`src/rtl/cdb_arbiter_pkg.sv`:
```
// Shared CDB definitions: tag/data widths, the idle tag value and bus payload types.
package cdb_arbiter_pkg;

  localparam int unsigned ROB_W   = 6;
  localparam int unsigned DATA_W  = 32;
  localparam int unsigned ENTRY_W = ROB_W + DATA_W;

  // Tag value every reservation station treats as "no broadcast".
  localparam logic [ROB_W-1:0] INVALID_ROB = 6'b010000;

  typedef struct packed {
    logic [ROB_W-1:0]  rob_num;
    logic [DATA_W-1:0] data;
  } cdb_entry_t;

  typedef struct packed {
    logic              valid;
    logic [ROB_W-1:0]  rob_num;
    logic [DATA_W-1:0] data;
  } cdb_chan_t;

  function automatic cdb_chan_t idle_chan();
    cdb_chan_t c;
    c.valid   = 1'b0;
    c.rob_num = INVALID_ROB;
    c.data    = '0;
    return c;
  endfunction

  function automatic cdb_chan_t busy_chan(input cdb_entry_t e);
    cdb_chan_t c;
    c.valid   = 1'b1;
    c.rob_num = e.rob_num;
    c.data    = e.data;
    return c;
  endfunction

endpackage

```
`src/rtl/cdb_result_fifo.sv`:
```
// Per-source result FIFO; pointers carry an extra wrap bit to tell full from empty.
module cdb_result_fifo #(
  parameter int unsigned DEPTH = 4,
  parameter int unsigned WIDTH = 38
) (
  input  logic             clock,
  input  logic             reset,
  input  logic             clear,
  input  logic             push,
  input  logic             pop,
  input  logic [WIDTH-1:0] din,
  output logic [WIDTH-1:0] dout,
  output logic             full,
  output logic             empty
);

  localparam int unsigned AW = $clog2(DEPTH);

  logic [AW:0]      r_wr_ptr;
  logic [AW:0]      r_rd_ptr;
  logic [WIDTH-1:0] r_mem [DEPTH];
  logic             w_do_push;
  logic             w_do_pop;

  assign empty = (r_wr_ptr == r_rd_ptr);
  assign full  = (r_wr_ptr[AW] != r_rd_ptr[AW]) &&
                 (r_wr_ptr[AW-1:0] == r_rd_ptr[AW-1:0]);
  assign dout  = r_mem[r_rd_ptr[AW-1:0]];

  // A full FIFO still accepts a push when its head leaves at the same edge.
  assign w_do_pop  = pop && !empty;
  assign w_do_push = push && (!full || w_do_pop);

  always_ff @(posedge clock) begin
    if (reset || clear) begin
      r_wr_ptr <= '0;
      r_rd_ptr <= '0;
    end else begin
      if (w_do_push) r_wr_ptr <= r_wr_ptr + (AW+1)'(1);
      if (w_do_pop)  r_rd_ptr <= r_rd_ptr + (AW+1)'(1);
    end
  end

  always_ff @(posedge clock) begin
    if (w_do_push) r_mem[r_wr_ptr[AW-1:0]] <= din;
  end

endmodule

```
`src/rtl/cdb_arbiter.sv`:
```
// Buffers per-unit result pulses and drives the two CDB channels with round-robin
// service; a channel that broadcast last cycle sits idle so consumers see clean edges.
module cdb_arbiter
  import cdb_arbiter_pkg::*;
#(
  parameter int unsigned N_SRC = 4,
  parameter int unsigned DEPTH = 4
) (
  input  logic                    clock,
  input  logic                    reset,
  input  logic                    flush,
  input  logic [N_SRC-1:0]        src_valid,
  input  logic [ROB_W*N_SRC-1:0]  src_rob_num,
  input  logic [DATA_W*N_SRC-1:0] src_data,
  output logic                    CDBiscast,
  output logic [ROB_W-1:0]        CDBrobNum,
  output logic [DATA_W-1:0]       CDBdata,
  output logic                    CDBiscast2,
  output logic [ROB_W-1:0]        CDBrobNum2,
  output logic [DATA_W-1:0]       CDBdata2,
  output logic [N_SRC-1:0]        overflow,
  output logic                    pending
);

  localparam int unsigned SRC_W = (N_SRC > 1) ? $clog2(N_SRC) : 1;

  cdb_chan_t        r_ch1;
  cdb_chan_t        r_ch2;
  logic [SRC_W-1:0] r_rr;
  logic [N_SRC-1:0] r_overflow;

  cdb_entry_t       w_din  [N_SRC];
  cdb_entry_t       w_head [N_SRC];
  logic [N_SRC-1:0] w_push;
  logic [N_SRC-1:0] w_pop;
  logic [N_SRC-1:0] w_full;
  logic [N_SRC-1:0] w_empty;
  logic [N_SRC-1:0] w_drop;
  logic [SRC_W-1:0] w_scan_idx [N_SRC];

  logic             w_first_vld;
  logic [SRC_W-1:0] w_first_idx;
  logic             w_second_vld;
  logic [SRC_W-1:0] w_second_idx;
  logic             w_gnt1;
  logic [SRC_W-1:0] w_gnt1_idx;
  logic             w_gnt2;
  logic [SRC_W-1:0] w_gnt2_idx;
  logic [SRC_W-1:0] w_rr_nxt;

  for (genvar k = 0; k < N_SRC; k++) begin : g_src
    assign w_din[k].rob_num = src_rob_num[ROB_W*k +: ROB_W];
    assign w_din[k].data    = src_data[DATA_W*k +: DATA_W];
    assign w_push[k] = src_valid[k] && !flush && (!w_full[k] || w_pop[k]);
    assign w_drop[k] = src_valid[k] && !flush && w_full[k] && !w_pop[k];

    cdb_result_fifo #(
      .DEPTH (DEPTH),
      .WIDTH (ENTRY_W)
    ) u_fifo (
      .clock (clock),
      .reset (reset),
      .clear (flush),
      .push  (w_push[k]),
      .pop   (w_pop[k]),
      .din   (w_din[k]),
      .dout  (w_head[k]),
      .full  (w_full[k]),
      .empty (w_empty[k])
    );
  end

  // Scan order starts at the round-robin pointer and wraps.
  always_comb begin
    for (int i = 0; i < int'(N_SRC); i++) begin
      w_scan_idx[i] = SRC_W'((int'(r_rr) + i) % int'(N_SRC));
    end
  end

  // First and second non-empty sources in scan order.
  always_comb begin
    w_first_vld  = 1'b0;
    w_first_idx  = '0;
    w_second_vld = 1'b0;
    w_second_idx = '0;
    for (int i = 0; i < int'(N_SRC); i++) begin
      if (!w_empty[w_scan_idx[i]]) begin
        if (!w_first_vld) begin
          w_first_vld = 1'b1;
          w_first_idx = w_scan_idx[i];
        end else if (!w_second_vld) begin
          w_second_vld = 1'b1;
          w_second_idx = w_scan_idx[i];
        end
      end
    end
  end

  // Channel 1 has first pick; a lone eligible channel 2 takes the first source.
  always_comb begin
    w_gnt1     = 1'b0;
    w_gnt1_idx = w_first_idx;
    w_gnt2     = 1'b0;
    w_gnt2_idx = w_second_idx;
    if (!flush) begin
      if (!r_ch1.valid) begin
        w_gnt1 = w_first_vld;
        w_gnt2 = !r_ch2.valid && w_second_vld;
      end else if (!r_ch2.valid) begin
        w_gnt2     = w_first_vld;
        w_gnt2_idx = w_first_idx;
      end
    end
  end

  always_comb begin
    w_pop = '0;
    if (w_gnt1) w_pop[w_gnt1_idx] = 1'b1;
    if (w_gnt2) w_pop[w_gnt2_idx] = 1'b1;
  end

  // Channel 2's grant is always the later one in scan order when both fire.
  always_comb begin
    w_rr_nxt = r_rr;
    if (flush)       w_rr_nxt = '0;
    else if (w_gnt2) w_rr_nxt = SRC_W'((int'(w_gnt2_idx) + 1) % int'(N_SRC));
    else if (w_gnt1) w_rr_nxt = SRC_W'((int'(w_gnt1_idx) + 1) % int'(N_SRC));
  end

  always_ff @(posedge clock) begin
    if (reset) begin
      r_ch1      <= idle_chan();
      r_ch2      <= idle_chan();
      r_rr       <= '0;
      r_overflow <= '0;
    end else begin
      r_ch1      <= w_gnt1 ? busy_chan(w_head[w_gnt1_idx]) : idle_chan();
      r_ch2      <= w_gnt2 ? busy_chan(w_head[w_gnt2_idx]) : idle_chan();
      r_rr       <= w_rr_nxt;
      r_overflow <= r_overflow | w_drop;
    end
  end

  assign CDBiscast  = r_ch1.valid;
  assign CDBrobNum  = r_ch1.rob_num;
  assign CDBdata    = r_ch1.data;
  assign CDBiscast2 = r_ch2.valid;
  assign CDBrobNum2 = r_ch2.rob_num;
  assign CDBdata2   = r_ch2.data;
  assign overflow   = r_overflow;
  assign pending    = |(~w_empty);

endmodule

```
`config.mk`:
```
export PLATFORM = sky130hd
export DESIGN_NAME = cdb_arbiter
export DESIGN_NICKNAME = d
export VERILOG_FILES = /design/src/rtl/cdb_arbiter_pkg.sv /design/src/rtl/cdb_result_fifo.sv /design/src/rtl/cdb_arbiter.sv
export SDC_FILE = /design/constraint.sdc
export NUM_CORES = 1
export LEC_CHECK = 0
export BUFFER_PORTS_ARGS = -buffer_cell sky130_fd_sc_hd__buf_2
export CAP_MARGIN = 20
export CORE_MARGIN = 2
export CORE_UTILIZATION = 54
export CTS_CLUSTER_SIZE = 40
export DETAILED_ROUTE_END_ITERATION = 12
export GPL_TIMING_DRIVEN = 0
export PLACE_DENSITY = 0.85
export SLEW_MARGIN = 20
export SYNTH_ARGS = -nofsm -noshare
export SYNTH_HDL_FRONTEND = slang
export SYNTH_SLANG_ARGS = --single-unit
```
`constraint.sdc`:
```
create_clock -name clock -period 7 [get_ports clock]
set_clock_uncertainty 0.2 [all_clocks]
set_input_delay 0.7 -clock clock [delete_from_list [all_inputs] [get_ports clock]]
set_output_delay 0.7 -clock clock [all_outputs]
set_load 0.05 [all_outputs]
```
# == Yosys cells after proc, flatten, opt, wreduce, memory -nomap -nowiden ==
# Memory sizes are Yosys's and may differ from the RTL's. A register that Yosys moved wholly into a read port is not among the register bits.
# Index checks and enable logic that the tools add are counted.
# totals
ram_bits,608
ff_bits,108
memories,4
out_inout_bits,83
input_bits,159
# classes
bitwise_logic,7
muxes,72
magnitude_cmp,10
n_eq_ne,12
n_reduce_logical,59
add_sub_neg,13
# mem_list
name,words,width,rd,rd_clocked_by_memory_dff,write_ports,line_no,rtl
g_src[0].u_fifo.r_mem,4,38,1,1,1,cdb_result_fifo.sv:21,logic [WIDTH-1:0] r_mem [DEPTH];
g_src[1].u_fifo.r_mem,4,38,1,1,1,cdb_result_fifo.sv:21,
g_src[2].u_fifo.r_mem,4,38,1,1,1,cdb_result_fifo.sv:21,
g_src[3].u_fifo.r_mem,4,38,1,1,1,cdb_result_fifo.sv:21,
# ops
operator,n
$bmux 38 s2,2
$mux 38,4
$mux 39,2
$mux 2,28
$logic_and 1x1->1,31
$mux 1,28
$add 3x1->3 const B,8
$lt 2x3->1 const B,6
$logic_not 1->1,14
$eq 3x3->1,4
$logic_or 1x1->1,9
$bmux 1 s2,4
$eq 2x2->1,4
$mux 4,2
$or 4x4->4,2
$add 2x1->2 const B,3
$ge 3x3->1 const B,2
$not 2->3,2
$reduce_or 2->1,3
$add 2x2->2 const B,2
$demux 1 s2,2
$ge 2x1->1 const B,2
$ne 1x1->1,4
$not 4->4,1
other kinds (3),4

# == Depth between registers and ports, before layout ==
# logic_depth
ltp_word,25
mapped_depth,15
mapped_depth_nobuf,12

# == By module ==
# A second synthesis with hierarchy kept.
# unflattened
cells_unflattened,1621
area_unflattened_um2,28931.5
# by_module_without_submodules
module,n_inst,cells_each,area_each_um2
cdb_result_fifo,4,253,5952.0
cdb_arbiter,1,609,5123.7

# == Worst setup path after synthesis ==
# OpenSTA, ideal clock, no wires.
# synth_timing
path_kind,reg-to-reg
startpoint,register g_src[3].u_fifo.r_wr_ptr[1]
endpoint,"memory g_src[1].u_fifo.r_mem[3][0], enable pin"
t_required_ns,6.304
arrival_ns,5.944
path_stages_with_launch,12
slack_ns,0.360
cell_sequence,dfxtp_1 -> xor2_1 -> or3_1 -> clkbuf_1 -> clkbuf_1 -> mux4_2 -> ha_1 -> mux2_4 -> or3b_4 -> a22oi_1 -> a21oi_1 -> a211oi_1
# synth_between
elab_chain_cells,25
word_cells_on_any_way,62
classes_between,order compare: 4; eq/ne: 1; mux: 48; bitwise: 1; reduce/logical: 8
# synth_lines
element,line_no,rtl
start: declaration,cdb_result_fifo.sv:19,logic [AW:0] r_wr_ptr;
start signal: assignment,cdb_result_fifo.sv:39,if (w_do_push) r_wr_ptr <= r_wr_ptr + (AW+1)'(1);
$eq 3x3->1 *,cdb_result_fifo.sv:25,assign empty = (r_wr_ptr == r_rd_ptr);
$bmux 1 s2,cdb_arbiter.sv:87,if (!w_empty[w_scan_idx[i]]) begin
$mux 1 (not written as such),cdb_arbiter.sv:87,
$mux 2 / $mux 1 (equally long branches),"cdb_arbiter.sv:88, cdb_arbiter.sv:87",
$mux 2 / $mux 1 (equally long branches),cdb_arbiter.sv:87,
$mux 2,cdb_arbiter.sv:91,end else if (!w_second_vld) begin
$mux 2,cdb_arbiter.sv:88,if (!w_first_vld) begin
$mux 2,cdb_arbiter.sv:87,
(+9 left out),n/a,
$demux 1 s2,cdb_arbiter.sv:119,if (w_gnt2) w_pop[w_gnt2_idx] = 1'b1;
$or 4x4->4 (no source line),n/a,
$mux 4 *,cdb_arbiter.sv:119,
$logic_or 1x1->1 / $logic_and 1x1->1 (equally long branches),"cdb_arbiter.sv:54, cdb_result_fifo.sv:31",
$logic_and 1x1->1 / $logic_or 1x1->1 (equally long branches),"cdb_arbiter.sv:54, cdb_result_fifo.sv:32",
$logic_and 1x1->1 *,cdb_result_fifo.sv:32,assign w_do_push = push && (!full || w_do_pop);
$mux 1 *,cdb_result_fifo.sv:45,if (w_do_push) r_mem[r_wr_ptr[AW-1:0]] <= din;
$mux 1 (not written as such) *,cdb_result_fifo.sv:45,
end: declaration,cdb_result_fifo.sv:21,
# Mark *: on every way between the ends. The rest lies on a longest branch, timed or not. The select of a mux whose other input is x is not followed.

# == Worst setup path in the final report ==
# layout_timing
startpoint,register g_src[3].u_fifo.r_wr_ptr[1]
endpoint,"memory g_src[2].u_fifo.r_mem[1][7], enable pin"
# layout_between
elab_chain_cells,25
word_cells_on_any_way,62
classes_between,order compare: 4; eq/ne: 1; mux: 48; bitwise: 1; reduce/logical: 8
# layout_lines
element,line_no
$eq 3x3->1 *,cdb_result_fifo.sv:25
$bmux 1 s2,cdb_arbiter.sv:87
$mux 1 (not written as such),cdb_arbiter.sv:87
$mux 2 / $mux 1 (equally long branches),"cdb_arbiter.sv:88, cdb_arbiter.sv:87"
$mux 2 / $mux 1 (equally long branches),cdb_arbiter.sv:87
$mux 2,cdb_arbiter.sv:91
$mux 2,cdb_arbiter.sv:88
$mux 2,cdb_arbiter.sv:87
(+9 left out),n/a
$demux 1 s2,cdb_arbiter.sv:119
$or 4x4->4 (no source line),n/a
$mux 4 *,cdb_arbiter.sv:119
$logic_or 1x1->1 / $logic_and 1x1->1 (equally long branches),"cdb_arbiter.sv:54, cdb_result_fifo.sv:31"
$logic_and 1x1->1 / $logic_or 1x1->1 (equally long branches),"cdb_arbiter.sv:54, cdb_result_fifo.sv:32"
$logic_and 1x1->1 *,cdb_result_fifo.sv:32
$mux 1 *,cdb_result_fifo.sv:45
$mux 1 (not written as such) *,cdb_result_fifo.sv:45
end: declaration,cdb_result_fifo.sv:21
# Marks and branches as above.

==> reports/qor.csv <==
stage,metric,value,unit
placement,Placer Congestion,0.880,
synth,sequential fraction of the synthesis area,71.1,%
synth,Post-synth EDFFs,608,
global_route,initial antenna violation count,32,
worst_setup_path,worst r2r src,g_src[3].u_fifo.r_wr_ptr[1],
cts,Num CTS Buffers,73,
cells_and_area,Final Non-Filler Cells,2682,
worst_setup_path,CP Capture Type,register,
sta,fin crit share,79.6,%
sta,final setup vio count,0,
routing,first-pass iteration count of the detailed router,5,
synth,share of the synthesized area in the top cell type,63.0,%
worst_setup_path,"setup slack, reg-to-reg",1.43,ns
cts,CTS H-tree depth,3,
sta,Slew HR,28.9,%
synth,mux contribution to synthesized area,15.7,%
placement,Placed Cells incl. Taps,2530,
sta,Final Hold Viols,0,
placement,Port Buffer Count,241,
sta,Min Hold Slack,0.0799,ns
pwr,Reg power frac,51.7,%
hold_path,worst hold path cell count,1,
floorplan,Die Height,236,um
hold_path,Hold Crit Class,in2reg,
floorplan,boundary pin count,242,
hold_path,hold_sp,src_data[24],
synth,"area leader, netlist",edfxtp_1,
floorplan,die area,55500,um2
synth,warning count from the yosys run,0,
placement,Place WS,1.54,ns
floorplan,Core Rows,84,
floorplan,Chip Width,236,um
pwr,P_sw,0.00202,W
pwr,Worst VDD drop,212,uV
cts,"Gates resized, CTS repair",0,
floorplan,core area,52800,um2
synth,Post-Synth Adder-Cell Area,0.950,%
global_route,vias in the first global route,17200,
hold_path,Hold Path End,g_src[0].u_fifo.r_mem[1][24],
synth,Syn Nets,1769,
routing,vias per cell,6.48,
pwr,combinational share of power,5.9,%
cts,CTS tree,done,
synth,Synth Area in Compound Gates,5.92,%
pwr,total power,0.00920,W
synth,largest family of logic cells by synthesized area,multiplexers,
routing,remaining antenna violation count,0,
floorplan,starting density of the core,54.9,%
synth,Synth Flop Type,edfxtp_1,
synth,Post-Synthesis Cells,1588,
cts,cts-stage hold buffer count,0,
pwr,clock share of power,42.4,%
synth,most frequent cell after synthesis,edfxtp_1,
global_route,GRT overflow,0,
sta,final worst setup slack,1.43,ns
worst_setup_path,Critical Path RT,7.11,ns
cells_and_area,share of cells above drive strength 1,29.3,%
pwr,PD cells,273,nW/um2
synth,Synth Register Bits,724,
global_route,gr busiest metal,met2,
sta,unrepaired setup endpoints after global routing,false,
worst_setup_path,reg2reg end,g_src[2].u_fifo.r_mem[1][7],
worst_setup_path,Setup crit start kind,register,
worst_setup_path,CP Max Fanout,23,
routing,WL final,77.9,mm
synth,Synth Area in Simple Gates,3.99,%
global_route,first-pass GRT wire length,114,mm
pwr,Leakage Power,11.5,nW
global_route,GR Util met3,8.03,%
synth,"Async S/R FF share, synth",0,%
synth,XOR/XNOR Fraction of Synth Area,0.531,%
cts,# Post-CTS Setup Buffers,0,
sta,Final Slew Violations,0,
global_route,GR Util All Layers,28.0,%
synth,syn_area_per_cell,18.2,um2
global_route,GR Layer Usage met1,36.7,%
routing,Remaining DRCs,0,
routing,drt wl/cell,29.0,um
synth,top post-synthesis cells by area,"edfxtp_1, mux4_2, dfxtp_1",
synth,synth cell count leaders,"edfxtp_1, mux4_2, a211oi_1, dfxtp_1, mux2i_1",
job,max-cap violation count,0,
outcome,outcome,finished clean,
sta,fin crit period,5.57,ns
placement,post-DP HPWL,52.8,mm
pwr,switching share of power,22.0,%
cells_and_area,Synth-to-Final Area Change,16.6,%
cts,clock tree buffer depth,3,
worst_setup_path,CP Data Arrival Time,5.68,ns
global_route,routing usage on met2,44.5,%
sta,Achievable Freq,180,MHz
routing,via count,17400,
cts,CTS Sinks,724,
cts,worst skew pair latency,0.63,ns
routing,DRT iter0 DRCs,2246,
cts,CTS Root Cell,clkbuf_16,
synth,Unique masters post-synth,67,
cts,"Reg clk slew, reported paths",0.06,ns
sta,worst-margin pin slew,1.07,ns
synth,Syn Std Cell Area,29000,um2
cells_and_area,Filler Cell Count,3560,
worst_setup_path,Reg2Reg Depth,15,
global_route,largest net degree at the start of global routing,40,
worst_setup_path,WS Path Type,reg2reg,
cells_and_area,nets,2099,
pwr,Pint,0.00718,W
## area by class of cell
cell class | instances | area [um2] | share of cell area, %
Inverter | 17 | 63.8 | 0.189
Clock buffer | 100 | 2050 | 6.07
Multi-Input combinational cell | 740 | 7920 | 23.5
Tap cell | 688 | 861 | 2.55
Buffer | 107 | 460 | 1.36
Timing Repair Buffer | 255 | 1420 | 4.22
Sequential cell | 724 | 20600 | 61.0
Antenna cell | 17 | 42.5 | 0.126
Clock inverter | 34 | 358 | 1.06
## critical path, cell delays in order, from the launching register on
cell and delay (ns):
dfxtp_1 0.36, xor2_1 0.21, or3_1 0.38, clkbuf_1 0.23, clkbuf_1 0.33, mux4_2 0.58
ha_1 0.22, nor2b_1 0.13, o221ai_1 0.09, a21oi_1 0.06, or3_1 0.38, a211o_1 0.33
a31oi_1 0.57, o21a_1 0.34, and2_2 0.55, buf_12 0.27
## routing by layer
metal  routed length (um)  vias to the layer above  share of wire [%]
met5                  201                        -               0.26
li1                     -                     7172                  -
met2                37500                     1218                 48
met4                 2950                       32                3.8
met1                28500                     8726                 37
met3                 8700                      230                 11
## metrics by stage
step / area, um2 / TNS, ns / utilization (%)
floorplan: 29000 / 0 / -
global placement: 31000 / -137.31 / 58.8
detailed placement: 31300 / 0 / 59.3
CTS: 33700 / 0 / 63.9
global route: 33700 / 0 / 64.0
finish: 33800 / 0 / 64.0
## layout by cell type, fill, tap and decap left out, drive strengths merged, types with 8 or more instances in the layout
cell type and count:
edfxtp 608, inv 22, and2 53, mux4 154
a211oi 153, or3 15, nand2 45, o21ai 15
xnor2 12, mux2i 102, clkbuf 184, dfxtp 116
clkinv 19, ha 22, a21oi 20, nor3 8
nor2 18, and3 42, buf 278, diode 17
## worst max path at each step
stage / startpoint / to / slack, ns / cells past startpoint
finish: g_src[3].u_fifo.r_wr_ptr[1] / g_src[2].u_fifo.r_mem[1][7] / 1.43 / 15
global route: g_src[3].u_fifo.r_wr_ptr[1] / g_src[2].u_fifo.r_mem[0][7] / 1.27 / 15
CTS: g_src[3].u_fifo.r_wr_ptr[1] / g_src[2].u_fifo.r_mem[0][7] / 1.52 / 15
detailed placement: g_src[3].u_fifo.r_wr_ptr[1] / g_src[2].u_fifo.r_mem[0][24] / 1.54 / 15
global placement: g_src[3].u_fifo.r_wr_ptr[1] / g_src[1].u_fifo.r_wr_ptr[2] / -3.13 / 12
floorplan: g_src[3].u_fifo.r_wr_ptr[1] / g_src[1].u_fifo.r_mem[3][0] / 0.36 / 11
## sequential cells by signal, indices dropped and copies added (netlist names), named ones only
signal	cells
CDBdata	32
CDBdata2	32
CDBiscast	1
CDBiscast2	1
CDBrobNum	6
CDBrobNum2	6
g_src.u_fifo.r_mem	608
g_src.u_fifo.r_rd_ptr	12
g_src.u_fifo.r_wr_ptr	12
overflow	4
r_rr	2
## cells by family (layout without fill, tap and decap cells)
kind of cell               Yosys count  in the layout
buffers and inverters              124            513
xor gates and xnor gates            15             15
other                                0             17
DFF                                724            724
AOI/OAI and AO/OA                  233            233
muxes                              262            262
and+or+nand+nor                    208            208
adders and majority gates           22             22
## power by group through the flow
stage | Clock (W) | Combinational, W | Sequential, W
floorplan | 0 | 0.000274 | 0.00487
global placement | 0 | 0.000494 | 0.00484
detailed placement | 0 | 0.000526 | 0.00484
CTS | 0.00393 | 0.000531 | 0.00475
global route | 0.00410 | 0.000571 | 0.00476
finish | 0.00390 | 0.000546 | 0.00475
Power figures use the tool's default switching activity.
